`config.mk`:
```
export PLATFORM = sky130hd
export DESIGN_NAME = serial_adder_n
export DESIGN_NICKNAME = d
export VERILOG_FILES = /design/src/rtl/arith_pkg.sv /design/src/rtl/full_adder_1b.sv /design/src/rtl/serial_adder_n.sv
export SDC_FILE = /design/constraint.sdc
export NUM_CORES = 1
export LEC_CHECK = 0
export CORE_MARGIN = 1.5
export CORE_UTILIZATION = 35
export DETAILED_ROUTE_END_ITERATION = 16
export PLACE_DENSITY = 0.61
export SYNTH_ARGS = -nofsm -noshare
export SYNTH_HDL_FRONTEND = slang
export SYNTH_SLANG_ARGS = --single-unit
```
`constraint.sdc`:
```
create_clock -name clk_i -period 2.3 [get_ports clk_i]
set_input_delay 0.46 -clock clk_i [delete_from_list [all_inputs] [get_ports clk_i]]
set_output_delay 0.46 -clock clk_i [all_outputs]
set_load 0.02 [all_outputs]
```
`src/rtl/arith_pkg.sv`:
```
// ---------------------------------------------------------------------------
// arith_pkg
// Shared definitions for the small arithmetic library (serial_adder_n,
// subtractor_n and their common 1-bit cells).
//
// Contents:
//   serial_state_t  - state encoding of the bit-serial adder controller
//   NB_BIT_DEFAULT  - default operand width for the serial adder
//   cnt_width()     - width of a counter that must reach n-1 (minimum 1)
// ---------------------------------------------------------------------------
package arith_pkg;

  typedef enum logic [1:0] {
    IDLE = 2'd0,
    RUN  = 2'd1,
    DONE = 2'd2
  } serial_state_t;

  localparam int NB_BIT_DEFAULT = 8;

  // A width-1 operand still needs a 1-bit counter, so clamp the result.
  function automatic int cnt_width(input int n);
    return (n > 1) ? $clog2(n) : 1;
  endfunction

endpackage

```
`src/rtl/full_adder_1b.sv`:
```
// ---------------------------------------------------------------------------
// full_adder_1b
// Purely combinational 1-bit full adder; the same cell used by subtractor_n.
//
// Ports:
//   a_i    in   1  addend bit A
//   b_i    in   1  addend bit B
//   cin_i  in   1  carry in
//   sum_o  out  1  a_i ^ b_i ^ cin_i
//   cout_o out  1  carry out (majority of the three inputs)
// ---------------------------------------------------------------------------
module full_adder_1b (
  input  logic a_i,
  input  logic b_i,
  input  logic cin_i,
  output logic sum_o,
  output logic cout_o
);

  logic half_sum;

  assign half_sum = a_i ^ b_i;
  assign sum_o    = half_sum ^ cin_i;
  assign cout_o   = (a_i & b_i) | (cin_i & half_sum);

endmodule

```
`src/rtl/serial_adder_n.sv`:
```
// ---------------------------------------------------------------------------
// serial_adder_n
// Bit-serial unsigned adder. One operand bit pair is summed per clock, LSB
// first, through a single full_adder_1b and a carry flip-flop. A
// start/busy/done handshake frames each operation; the result registers keep
// the last completed sum until the next operation completes.
//
// Parameters:
//   nb_bit   operand / sum width, 1..32
//
// Ports:
//   clk_i    in   1       clock, rising edge
//   rst_n_i  in   1       synchronous active-low reset
//   start_i  in   1       request an addition (honoured in IDLE or DONE)
//   a_i      in   nb_bit  operand A, captured on the accepting edge
//   b_i      in   nb_bit  operand B, captured on the accepting edge
//   busy_o   out  1       high while bits are being processed
//   done_o   out  1       one-cycle pulse, result valid from this cycle
//   sum_o    out  nb_bit  (a + b) mod 2^nb_bit, held until next completion
//   carry_o  out  1       carry out of the MSB, held with sum_o
// ---------------------------------------------------------------------------
module serial_adder_n
  import arith_pkg::*;
#(
  parameter int nb_bit = NB_BIT_DEFAULT
) (
  input  logic              clk_i,
  input  logic              rst_n_i,
  input  logic              start_i,
  input  logic [nb_bit-1:0] a_i,
  input  logic [nb_bit-1:0] b_i,
  output logic              busy_o,
  output logic              done_o,
  output logic [nb_bit-1:0] sum_o,
  output logic              carry_o
);

  localparam int CNT_W = cnt_width(nb_bit);
  localparam logic [CNT_W-1:0] LAST_CNT = CNT_W'(nb_bit - 1);

  serial_state_t state_reg, state_next;

  logic [nb_bit-1:0] shift_a_reg;
  logic [nb_bit-1:0] shift_b_reg;
  logic [nb_bit-1:0] shift_s_reg;
  logic [nb_bit-1:0] shift_s_next;
  logic              carry_reg;
  logic [CNT_W-1:0]  bit_cnt_reg;
  logic [nb_bit-1:0] sum_reg;
  logic              carry_out_reg;

  logic load;
  logic last_bit;
  logic fa_sum;
  logic fa_cout;

  // Single shared adder cell working on the current LSBs.
  full_adder_1b u_fa (
    .a_i    (shift_a_reg[0]),
    .b_i    (shift_b_reg[0]),
    .cin_i  (carry_reg),
    .sum_o  (fa_sum),
    .cout_o (fa_cout)
  );

  assign last_bit = (bit_cnt_reg == LAST_CNT);

  // Sum bits enter at the MSB; after nb_bit shifts the first (LSB) bit has
  // walked down to position 0, so the register then holds the sum in order.
  always_comb begin
    shift_s_next             = shift_s_reg >> 1;
    shift_s_next[nb_bit-1]   = fa_sum;
  end

  // Next-state logic and operand-load decision.
  always_comb begin
    state_next = state_reg;
    load       = 1'b0;
    case (state_reg)
      IDLE: begin
        if (start_i) begin
          load       = 1'b1;
          state_next = RUN;
        end
      end
      RUN: begin
        if (last_bit) begin
          state_next = DONE;
        end
      end
      DONE: begin
        // A start here chains straight into the next run without IDLE.
        if (start_i) begin
          load       = 1'b1;
          state_next = RUN;
        end else begin
          state_next = IDLE;
        end
      end
      default: begin
        state_next = IDLE;
      end
    endcase
  end

  always_ff @(posedge clk_i) begin
    if (!rst_n_i) begin
      state_reg <= IDLE;
    end else begin
      state_reg <= state_next;
    end
  end

  // Datapath: operand shifters, carry, bit counter and result registers.
  always_ff @(posedge clk_i) begin
    if (!rst_n_i) begin
      shift_a_reg   <= '0;
      shift_b_reg   <= '0;
      shift_s_reg   <= '0;
      carry_reg     <= 1'b0;
      bit_cnt_reg   <= '0;
      sum_reg       <= '0;
      carry_out_reg <= 1'b0;
    end else if (load) begin
      shift_a_reg <= a_i;
      shift_b_reg <= b_i;
      shift_s_reg <= '0;
      carry_reg   <= 1'b0;
      bit_cnt_reg <= '0;
    end else if (state_reg == RUN) begin
      shift_a_reg <= shift_a_reg >> 1;
      shift_b_reg <= shift_b_reg >> 1;
      shift_s_reg <= shift_s_next;
      carry_reg   <= fa_cout;
      bit_cnt_reg <= bit_cnt_reg + CNT_W'(1);
      // Result registers only move on the way into DONE, so the previous
      // result stays visible for the whole of the following run.
      if (last_bit) begin
        sum_reg       <= shift_s_next;
        carry_out_reg <= fa_cout;
      end
    end
  end

  assign busy_o  = (state_reg == RUN);
  assign done_o  = (state_reg == DONE);
  assign sum_o   = sum_reg;
  assign carry_o = carry_out_reg;

endmodule

```
==> results.py <==
metrics = {
    "status": {
        "status": "finished clean",
    },
    "logic_synthesis": {
        "synthCells": 175,
        "synth_commonest_cells": "dfxtp_1 (38), nand2_1 (38), nand3_1 (12)",
        "ys_top_cells_by_area": "dfxtp_1 (50%), nand2_1 (9.4%), o221ai_1 (5.7%)",
        "yosys.area.top_type": "dfxtp_1",
        "netlist.area_leader.share_pct": 49.88,
        "synth.avg_cell_area_sq_um": 8.716,
        "synth_ff_type": "dfxtp_1",
        "synth_edf_count": 0,
        "syn-num-nets": 197,
        "yosysWarnings": 0,
        "syn_area_sq_um": 1525,
        "async_reset_ff_share_pct": 0,
        "yosysUniqueCellTypes": 25,
        "ys_seq_area_share_pct": 49.88,
        "synth-seq-cells": 38,
    },
    "detailed_routing": {
        "vias": 1308,
        "vias_per_cell": 5.150,
        "drt_first_pass_iters": 4,
        "wl_per_cell_microns": 12.20,
        "drc": 0,
        "ant_nets": 0,
        "wl_microns": 3099,
        "drtIter0Drc": 82,
    },
    "job": {
        "maxCapViolCount": 0,
    },
    "cts": {
        "h-tree-depth": 2,
        "clock_tree.buffer_depth": 2,
        "cts-hold-fix-buffers": 0,
        "cts_setup_buffers": 0,
        "cts_resized": 0,
        "clkTransAtPathRegs_ps": 70,
        "cts.sinks": 38,
        "numCtsBuffers": 5,
        "cts_tree": "yes",
        "clk_latency_ps": 290,
        "ctsRootBufferMaster": "clkbuf_8",
    },
    "setup_path": {
        "r2r_cells": 5,
        "critPathLaunch": "state_reg[0]",
        "cp_top_family": "buffers and inverters",
        "cp.arrival_ps": 1720,
        "critical-path-slowest-cell": "clkdlybuf4s50_1",
        "end_kind": "output port",
        "path_class": "flop to output port",
        "cp-start-kind": "flop",
        "path_cells": "nand2b_1 -> inv_6 -> clkdlybuf4s50_1",
        "cp.depth": 3,
        "crit_required_ps": 1840,
        "rr_startpoint": "bit_cnt_reg[0]",
        "cp_slowest_stage_delay_ps": 650,
        "timing.rr.end": "sum_o[1]",
        "endpoint": "busy_o",
        "worst-r2r-setup-slack_ps": 940,
        "cp.buffers_inverters": 2,
        "cp_max_fo": 36,
    },
    "timing": {
        "period_share_pct": 94.89,
        "report.final.slew_viol_count": 0,
        "hold_viol_final": 0,
        "worstMarginPinSlew_ps": 363.9,
        "fmax_mhz": 458.2,
        "setup_viol": 0,
        "rsz0062_at_grt": "false",
        "setup_tns_ps": 0,
        "fin_crit_ps": 2183,
        "maxSlewHeadroom_pct": 75.67,
        "fin_skew_ps": 3.252,
    },
    "grt": {
        "antenna_found_initial": 0,
        "overflow": 0,
        "grt_max_degree": 37,
        "grt_pass1_vias": 1293,
        "track_usage_pct": 14.14,
        "grt_pass1_wl_microns": 5533,
    },
    "power": {
        "ir_drop_mv": 0.3579,
        "power_w": 0.001388,
        "power.leakage_nw": 0.6851,
        "powerDensity_nw_per_um2": 713.4,
    },
    "layout": {
        "finish.instance_area_sq_um": 1946,
        "drive_gt1_share_pct": 7.353,
        "post-route-util_pct": 47.61,
        "diodes": 0,
        "layout.nets": 225,
        "area_delta_synth_final_pct": 27.56,
        "fill_cells": 412,
    },
    "floorplanning": {
        "fp-row-count": 23,
        "ios": 30,
        "die_h_microns": 69.02,
        "start_util_pct": 37.32,
        "dieWidth_microns": 69.02,
        "dieArea_sq_um": 4763,
        "fp.coreArea_sq_um": 4086,
    },
    "place": {
        "dpl-instance-area_sq_um": 1836,
        "hpwl_microns": 2117,
        "portBuffers": 29,
        "finalWeightedCongestion": 0.7406,
    },
    "hold_path": {
        "min_delay_path_depth": 2,
        "holdCritPathClass": "flop to flop",
    },
}
placed cells by master (no fill, tap or decap), drive strengths merged, types with 2 or more instances in the layout:
cell,netlist,final
nand3,12,12
a21oi,11,11
nand2,38,38
a31oi,2,2
nor3,10,10
clkdlybuf4s50,0,29
nor2b,2,2
buf,12,6
a21boi,12,12
nor2,11,11
a22oi,2,2
nand2b,2,2
o221ai,10,10
dfxtp,38,38
o21ai,3,3
clkbuf,2,8
ha,2,2
layer usage:
metal  track usage [%]  vias up  routed length (microns)
li1                  -      662                        -
met1             16.38      600                     1473
met2             24.15       39                     1400
met3             3.655        7                      164
met4             6.754        0                       61
met5                 0        -                        0
kinds of logic (layout without fill, tap and decap cells):
group,Yosys count,count (layout),synth area share [%]
AO/OA/AOI/OAI,40,40,18.05
XOR/XNOR,1,1,0.5743
adder cells (fa/ha/maj),3,3,2.953
flip-flops,38,38,49.88
buffers and inverters,15,44,6.316
AND/OR/NAND/NOR,78,78,22.23
power breakdown:
part | internal, W | switching [W]
clock | 0.000303 | 0.000224
combinational | 0.0000735 | 0.0000825
sequential | 0.000688 | 0.0000178
worst min-delay path by stage:
stage,endpoint,startpoint,slack (ps)
final,sum_o[6],sum_o[6],450
after global routing,sum_o[5],sum_o[5],480
after CTS,sum_o[6],sum_o[6],450
after detailed placement,sum_o[6],sum_o[6],440
after global placement,sum_o[4],sum_o[4],440
after floorplan,shift_b_reg[7],shift_b_reg[7],430
worst min-delay path, delay by kind of cell, from the launching register on:
| kind | cells | cell delay (ps) |
|---|---|---|
| flip-flops | 1 | 310 |
| AND/OR/NAND/NOR | 1 | 50 |
| AO/OA/AOI/OAI | 1 | 50 |
stage by stage:
| stage | cells | hold WS [ps] | worst slack (ps) |
|---|---|---|---|
| after detailed placement | 246 | 444.5 | 409.5 |
| after global placement | 246 | 441.7 | 454.5 |
| final | 254 | 451.8 | 117.4 |
| after floorplan | 175 | 432.0 | 1038 |
| after global routing | 254 | 478.2 | 4.341 |
| after CTS | 254 | 454.7 | 93.59 |
final cells by class:
type	instances	area, sq um	area share [%]
clock buffer	8	110.1	5.659
inverter	1	8.758	0.4502
multi-input combinational	122	668.1	34.34
sequential	38	760.7	39.10
tap	50	62.56	3.215
timing repair buffer	35	335.3	17.23
No activity file was read; power rests on OpenSTA's default activity.
